[src/rtl/cmp_pkg.sv]
// Shared definitions for the comparison sequencer: comparator opcodes and FSM states.
package cmp_pkg;

  localparam logic [1:0] OP_EQ  = 2'b00;
  localparam logic [1:0] OP_GT  = 2'b01;
  localparam logic [1:0] OP_LT  = 2'b10;
  localparam logic [1:0] OP_MAX = 2'b11;

  typedef enum logic [1:0] {
    ST_IDLE = 2'd0,
    ST_LOAD = 2'd1,
    ST_SCAN = 2'd2,
    ST_DONE = 2'd3
  } state_e;

endpackage

[src/rtl/cmp_operand_buf.sv]
// DEPTH x 4-bit operand register file: synchronous write, combinational read, no reset.
module cmp_operand_buf #(
  parameter int DEPTH = 8,
  parameter int AW    = $clog2(DEPTH)
) (
  input  logic          clk_i,
  input  logic          we_i,
  input  logic [AW-1:0] waddr_i,
  input  logic [3:0]    wdata_i,
  input  logic [AW-1:0] raddr_i,
  output logic [3:0]    rdata_o
);

  logic [3:0] mem_q [DEPTH];

  always_ff @(posedge clk_i) begin
    if (we_i) mem_q[waddr_i] <= wdata_i;
  end

  assign rdata_o = mem_q[raddr_i];

endmodule

[src/rtl/compare_sequencer.sv]
// Loads a burst of 4-bit operands while tracking the running maximum through an external
// comparator in MAX mode, then rescans the buffer in EQUAL mode to count copies of the maximum.
module compare_sequencer
  import cmp_pkg::*;
#(
  parameter int DEPTH = 8,
  parameter int CNT_W = $clog2(DEPTH + 1)
) (
  input  logic             clk_i,
  input  logic             rst_ni,
  input  logic             start_i,
  input  logic [CNT_W-1:0] len_i,
  input  logic [3:0]       din_i,
  input  logic             din_valid_i,
  output logic             din_ready_o,
  output logic [7:0]       cmp_number_o,
  output logic [1:0]       cmp_op_o,
  input  logic [9:0]       cmp_f_i,
  output logic             busy_o,
  output logic             done_o,
  output logic [3:0]       max_out_o,
  output logic [CNT_W-1:0] eq_count_o
);

  localparam int AW = $clog2(DEPTH);

  state_e           state_q, state_d;
  logic [CNT_W-1:0] len_q, len_d;
  logic [CNT_W-1:0] idx_q, idx_d;
  logic [CNT_W-1:0] eq_cnt_q, eq_cnt_d;
  logic [CNT_W-1:0] eq_count_q, eq_count_d;
  logic [3:0]       run_max_q, run_max_d;
  logic [3:0]       max_out_q, max_out_d;
  logic             buf_we;
  logic [3:0]       buf_rdata;
  logic             last_idx;
  logic             unused_cmp_f;

  assign unused_cmp_f = ^cmp_f_i[9:4];
  assign last_idx     = (idx_q == len_q - CNT_W'(1));

  cmp_operand_buf #(
    .DEPTH (DEPTH),
    .AW    (AW)
  ) u_buf (
    .clk_i   (clk_i),
    .we_i    (buf_we),
    .waddr_i (idx_q[AW-1:0]),
    .wdata_i (din_i),
    .raddr_i (idx_q[AW-1:0]),
    .rdata_o (buf_rdata)
  );

  always_comb begin
    state_d    = state_q;
    len_d      = len_q;
    idx_d      = idx_q;
    eq_cnt_d   = eq_cnt_q;
    eq_count_d = eq_count_q;
    run_max_d  = run_max_q;
    max_out_d  = max_out_q;
    buf_we     = 1'b0;
    case (state_q)
      ST_IDLE: begin
        if (start_i) begin
          len_d      = (len_i > CNT_W'(DEPTH)) ? CNT_W'(DEPTH) : len_i;
          idx_d      = '0;
          eq_cnt_d   = '0;
          run_max_d  = '0;
          max_out_d  = '0;
          eq_count_d = '0;
          state_d    = (len_i == '0) ? ST_DONE : ST_LOAD;
        end
      end
      ST_LOAD: begin
        if (din_valid_i) begin
          buf_we    = 1'b1;
          run_max_d = cmp_f_i[3:0];
          if (last_idx) begin
            idx_d   = '0;
            state_d = ST_SCAN;
          end else begin
            idx_d = idx_q + CNT_W'(1);
          end
        end
      end
      ST_SCAN: begin
        eq_cnt_d = eq_cnt_q + CNT_W'(cmp_f_i[0]);
        if (last_idx) begin
          max_out_d  = run_max_q;
          eq_count_d = eq_cnt_q + CNT_W'(cmp_f_i[0]);
          state_d    = ST_DONE;
        end else begin
          idx_d = idx_q + CNT_W'(1);
        end
      end
      default: state_d = ST_IDLE;
    endcase
  end

  always_ff @(posedge clk_i or negedge rst_ni) begin
    if (!rst_ni) begin
      state_q    <= ST_IDLE;
      len_q      <= '0;
      idx_q      <= '0;
      eq_cnt_q   <= '0;
      eq_count_q <= '0;
      run_max_q  <= '0;
      max_out_q  <= '0;
    end else begin
      state_q    <= state_d;
      len_q      <= len_d;
      idx_q      <= idx_d;
      eq_cnt_q   <= eq_cnt_d;
      eq_count_q <= eq_count_d;
      run_max_q  <= run_max_d;
      max_out_q  <= max_out_d;
    end
  end

  // Comparator operands are decoded from registered state; only the live DIN passes straight through in LOAD.
  always_comb begin
    din_ready_o  = (state_q == ST_LOAD);
    busy_o       = (state_q != ST_IDLE);
    done_o       = (state_q == ST_DONE);
    cmp_op_o     = OP_EQ;
    cmp_number_o = '0;
    case (state_q)
      ST_LOAD: begin
        cmp_op_o     = OP_MAX;
        cmp_number_o = {run_max_q, din_i};
      end
      ST_SCAN: cmp_number_o = {run_max_q, buf_rdata};
      default: ;
    endcase
  end

  assign max_out_o  = max_out_q;
  assign eq_count_o = eq_count_q;

endmodule
[config.mk]
export PLATFORM = sky130hd
export DESIGN_NAME = compare_sequencer
export DESIGN_NICKNAME = d
export VERILOG_FILES = /design/src/rtl/cmp_pkg.sv /design/src/rtl/cmp_operand_buf.sv /design/src/rtl/compare_sequencer.sv
export SDC_FILE = /design/constraint.sdc
export NUM_CORES = 1
export LEC_CHECK = 0
export ABC_AREA = 0
export CAP_MARGIN = 40
export CORE_MARGIN = 2
export CORE_UTILIZATION = 30
export DETAILED_ROUTE_END_ITERATION = 10
export PLACE_DENSITY_LB_ADDON = 0.08
export SYNTH_ARGS = -nofsm -noshare
export SYNTH_HDL_FRONTEND = slang
export SYNTH_SLANG_ARGS = --single-unit
[constraint.sdc]
create_clock -name clk_i -period 2.3 [get_ports clk_i]
set_input_delay 0.345 -clock clk_i [delete_from_list [all_inputs] [get_ports clk_i]]
set_output_delay 0.345 -clock clk_i [all_outputs]
set_load 0.05 [all_outputs]
==> results of run 1 <==
[power by group]
group	internal (uW)	total (uW)	switching (uW)
Sequential	1260	1400	143
Clock	608	1060	448
Combinational	1180	2740	1550
[cell type report]
type / instances / area share (%)
Tap cell: 133 / 4.03
Inverter: 17 / 1.54
Sequential cell: 58 / 39.1
Timing Repair Buffer: 70 / 17.1
Clock buffer: 9 / 3.00
Clock inverter: 7 / 2.27
Multi-Input combinational cell: 197 / 33.0
[sequential cells by signal (all words and copies together) (netlist names)]
register	count
u_buf.mem_q	32
eq_cnt_q	4
eq_count_o	4
idx_q	4
len_q	4
max_out_o	4
run_max_q	4
state_q	2
[worst max-delay path by stage]
| stage | from | endpoint | slack (ns) | depth (start not counted) |
|---|---|---|---|---|
| after floorplan | state_q[1] | cmp_number_o[3] | -0.10 | 6 |
| after global placement | idx_q[1] | cmp_number_o[0] | 0.17 | 8 |
| after detailed placement | idx_q[1] | cmp_number_o[0] | 0.16 | 8 |
| after CTS | idx_q[1] | cmp_number_o[2] | -0.03 | 5 |
| after global routing | idx_q[1] | cmp_number_o[2] | -0.09 | 5 |
| final | idx_q[1] | cmp_number_o[2] | 0.02 | 5 |
[layer usage]
metal / global-route usage (%) / vias up / share of wire [%]
met4: 5.14 / 0 / 1.6
met2: 21.1 / 55 / 44
met1: 21.8 / 1147 / 50
met5: 0 / - / 0
met3: 3.81 / 12 / 4.1
li1: - / 1162 / -
[cell families (layout without fill, tap and decap cells)]
group | after synthesis | in the layout
buffers and inverters | 36 | 103
AOI/OAI and AO/OA | 59 | 59
xor gates and xnor gates | 8 | 8
adders and majority gates | 8 | 8
and+or+nand+nor | 102 | 102
muxes | 20 | 20
DFF | 58 | 58
[metrics by stage]
stage,TNS [ns],instance area [sq um],util (%),hold WS [ns],instances
after floorplan,-0.101,3070,-,0.0494,291
after global placement,0,3730,37.9,0.461,464
after detailed placement,0,3730,37.9,0.463,464
after CTS,-0.0282,4040,41.2,0.378,485
after global routing,-0.142,4130,42.1,0.393,491
final,0,4130,42.1,0.378,491
[placed cells by master (no fill, tap or decap), types with 3 or more instances in the layout]
| cell type | count |
|---|---|
| and2_1 | 4 |
| mux2i_1 | 7 |
| buf_12 | 7 |
| xnor2_1 | 8 |
| a21oi_1 | 5 |
| clkbuf_8 | 9 |
| mux2_2 | 10 |
| dfrtp_1 | 24 |
| a22oi_2 | 3 |
| nand2b_1 | 6 |
| a31oi_1 | 4 |
| nand2_1 | 27 |
| nor3_2 | 3 |
| ha_1 | 6 |
| nor2_1 | 16 |
| o21a_1 | 4 |
| o21ai_2 | 4 |
| nand3_1 | 34 |
| clkdlybuf4s50_1 | 24 |
| edfxtp_1 | 32 |
| o22ai_1 | 4 |
| o21ai_0 | 19 |
| a22oi_1 | 4 |
| buf_6 | 4 |
| inv_1 | 16 |
| buf_4 | 34 |
[repair_timing]
action                     4_1_cts  5_1_grt
hold buffers                     0        0
setup endpoints to repair        8        8
pin swaps                        2        8
resized for setup               15       10
buffers inserted                 5        5
cloned                           0        1
==> metrics.txt, run 1 <==
TritonRoute pass-1 iters=4; crit-path cells=mux4_2 > mux2_4 > a22oi_2 > nor2b_2 > buf_6; gr ovfl total=0; Crit. End Element=primary output; vias post-DR=2376; ANT cells=0; leakage power=0.00158 uW; reg2reg end=state_q[0]; CP max-delay cell=mux4_2; CTS root buf=clkbuf_8; Seq/Total Area, Yosys=53.0%; R2R setup slack=0.25 ns; global-route wire length before repair=12.6 mm; Yosys top cell by area=edfxtp_1; core area=9820 sq um; largest cells by area after synthesis=edfxtp_1 32%, dfrtp_1 21%, nand3_1 5.6%; WL/cell=15.7 um; RSZ-0062 raised after global routing=true; Cell Pwr Density=1260 nW/um^2; IR Drop Worst-Case VDD=0.639 mV; outcome=finished, final reports clean; async set-reset flop share out of synthesis=44.8%; die height=105 um; Max Clock Freq=0.439 GHz; startpoint of the worst register-to-register path=len_q[0]; GRT Total Usage=14.9%; Bufs and invs on worst path=1; Cell Rows=36; fin crit share=99.1%; CP delay by family, top=multiplexers; Pwr Total=5190 uW; Register Area=1610 sq um; Mapped Cells=291; Final Hold Fails=0; Inserted Clock Buffers=9; Top Ports=43; routed vias/inst=4.84; area of the multi-input gates=1360 sq um; Final Worst Setup Slack=0.0212 ns; largest family of logic cells by synthesized area=simple AND/OR/NAND/NOR gates; post-synthesis xor/xnor area fraction=2.30%; Syn Nets=321; Syn-to-layout area delta=35.8%; Synth Area in Adders=3.29%; Avg Inst Size Synth=10.5 sq um; startpoint types=flip-flop; H-tree depth=3; pin count of the biggest net entering global routing=27; WP data arrival=1.93 ns; Post-DRT Antenna Nets=0; HP Class=primary input to async pin; Die W=105 um; initial cell density of the core=31.0%; DRC=0; CTS tree=built; initial antenna violation count=0; synthesized area=3040 sq um; predominant post-synthesis flop cell=edfxtp_1; number of cells on the worst reg-to-reg path=7; vias in the first global route=2302; setup slack at placement=0.161 ns; CTS max path bufs=2; kind of critical path=flip-flop to primary output; Cell variety after synth=39; CTS sink count=58; Slew @ Worst Pin=0.525 ns; mux cell area share after synthesis=7.85%; synth cell count leaders=34 x nand3_1, 32 x edfxtp_1, 27 x nand2_1, 26 x dfrtp_1, 24 x o21ai_0; Post-synth EDFFs=32; Worst Path Required=1.96 ns; post-synth top area share=31.6%; final WL=7.71 mm; Rel. slew slack=64.8%; count leader, synth=nand3_1; dpl hpwl=5.36 mm; Slowest Stage Delay on Critical Path=0.52 ns; clk_lat worst skew=0.34 ns; Max-Cap Viols=0; minimum period implied by the final worst setup slack=2.28 ns; Post-Synth Simple-Gate Area=16.4%; Placer Congestion=0.757; Synth warnings=0; drt first-iter violations=131; ratio of cells with drive above 1 in the final layout=26.5%; Die ar.=11000 sq um; fin. max-slew vios=0; FF+latch count, synth=58; Max FO, Critical Path=4; setup violators final=0; Synth Area in Compound Gates=12.2%; Reg clk slew, reported paths=0.08 ns; number of fill cells in the layout=997; skew final=0.0100 ns; Final Net Count=383; IO buf count=36
Note: power is estimated with default switching activity, not from simulation.
==> inputs of run 2 (changes only) <==
- ABC_CLOCK_PERIOD_IN_PS: not set -> 2300
- CTS_CLUSTER_DIAMETER: not set -> 200
- SLEW_MARGIN: not set -> 10
==> results of run 2 <==
Same layout as run 1: the final DEF is identical, and so are final timing and power.
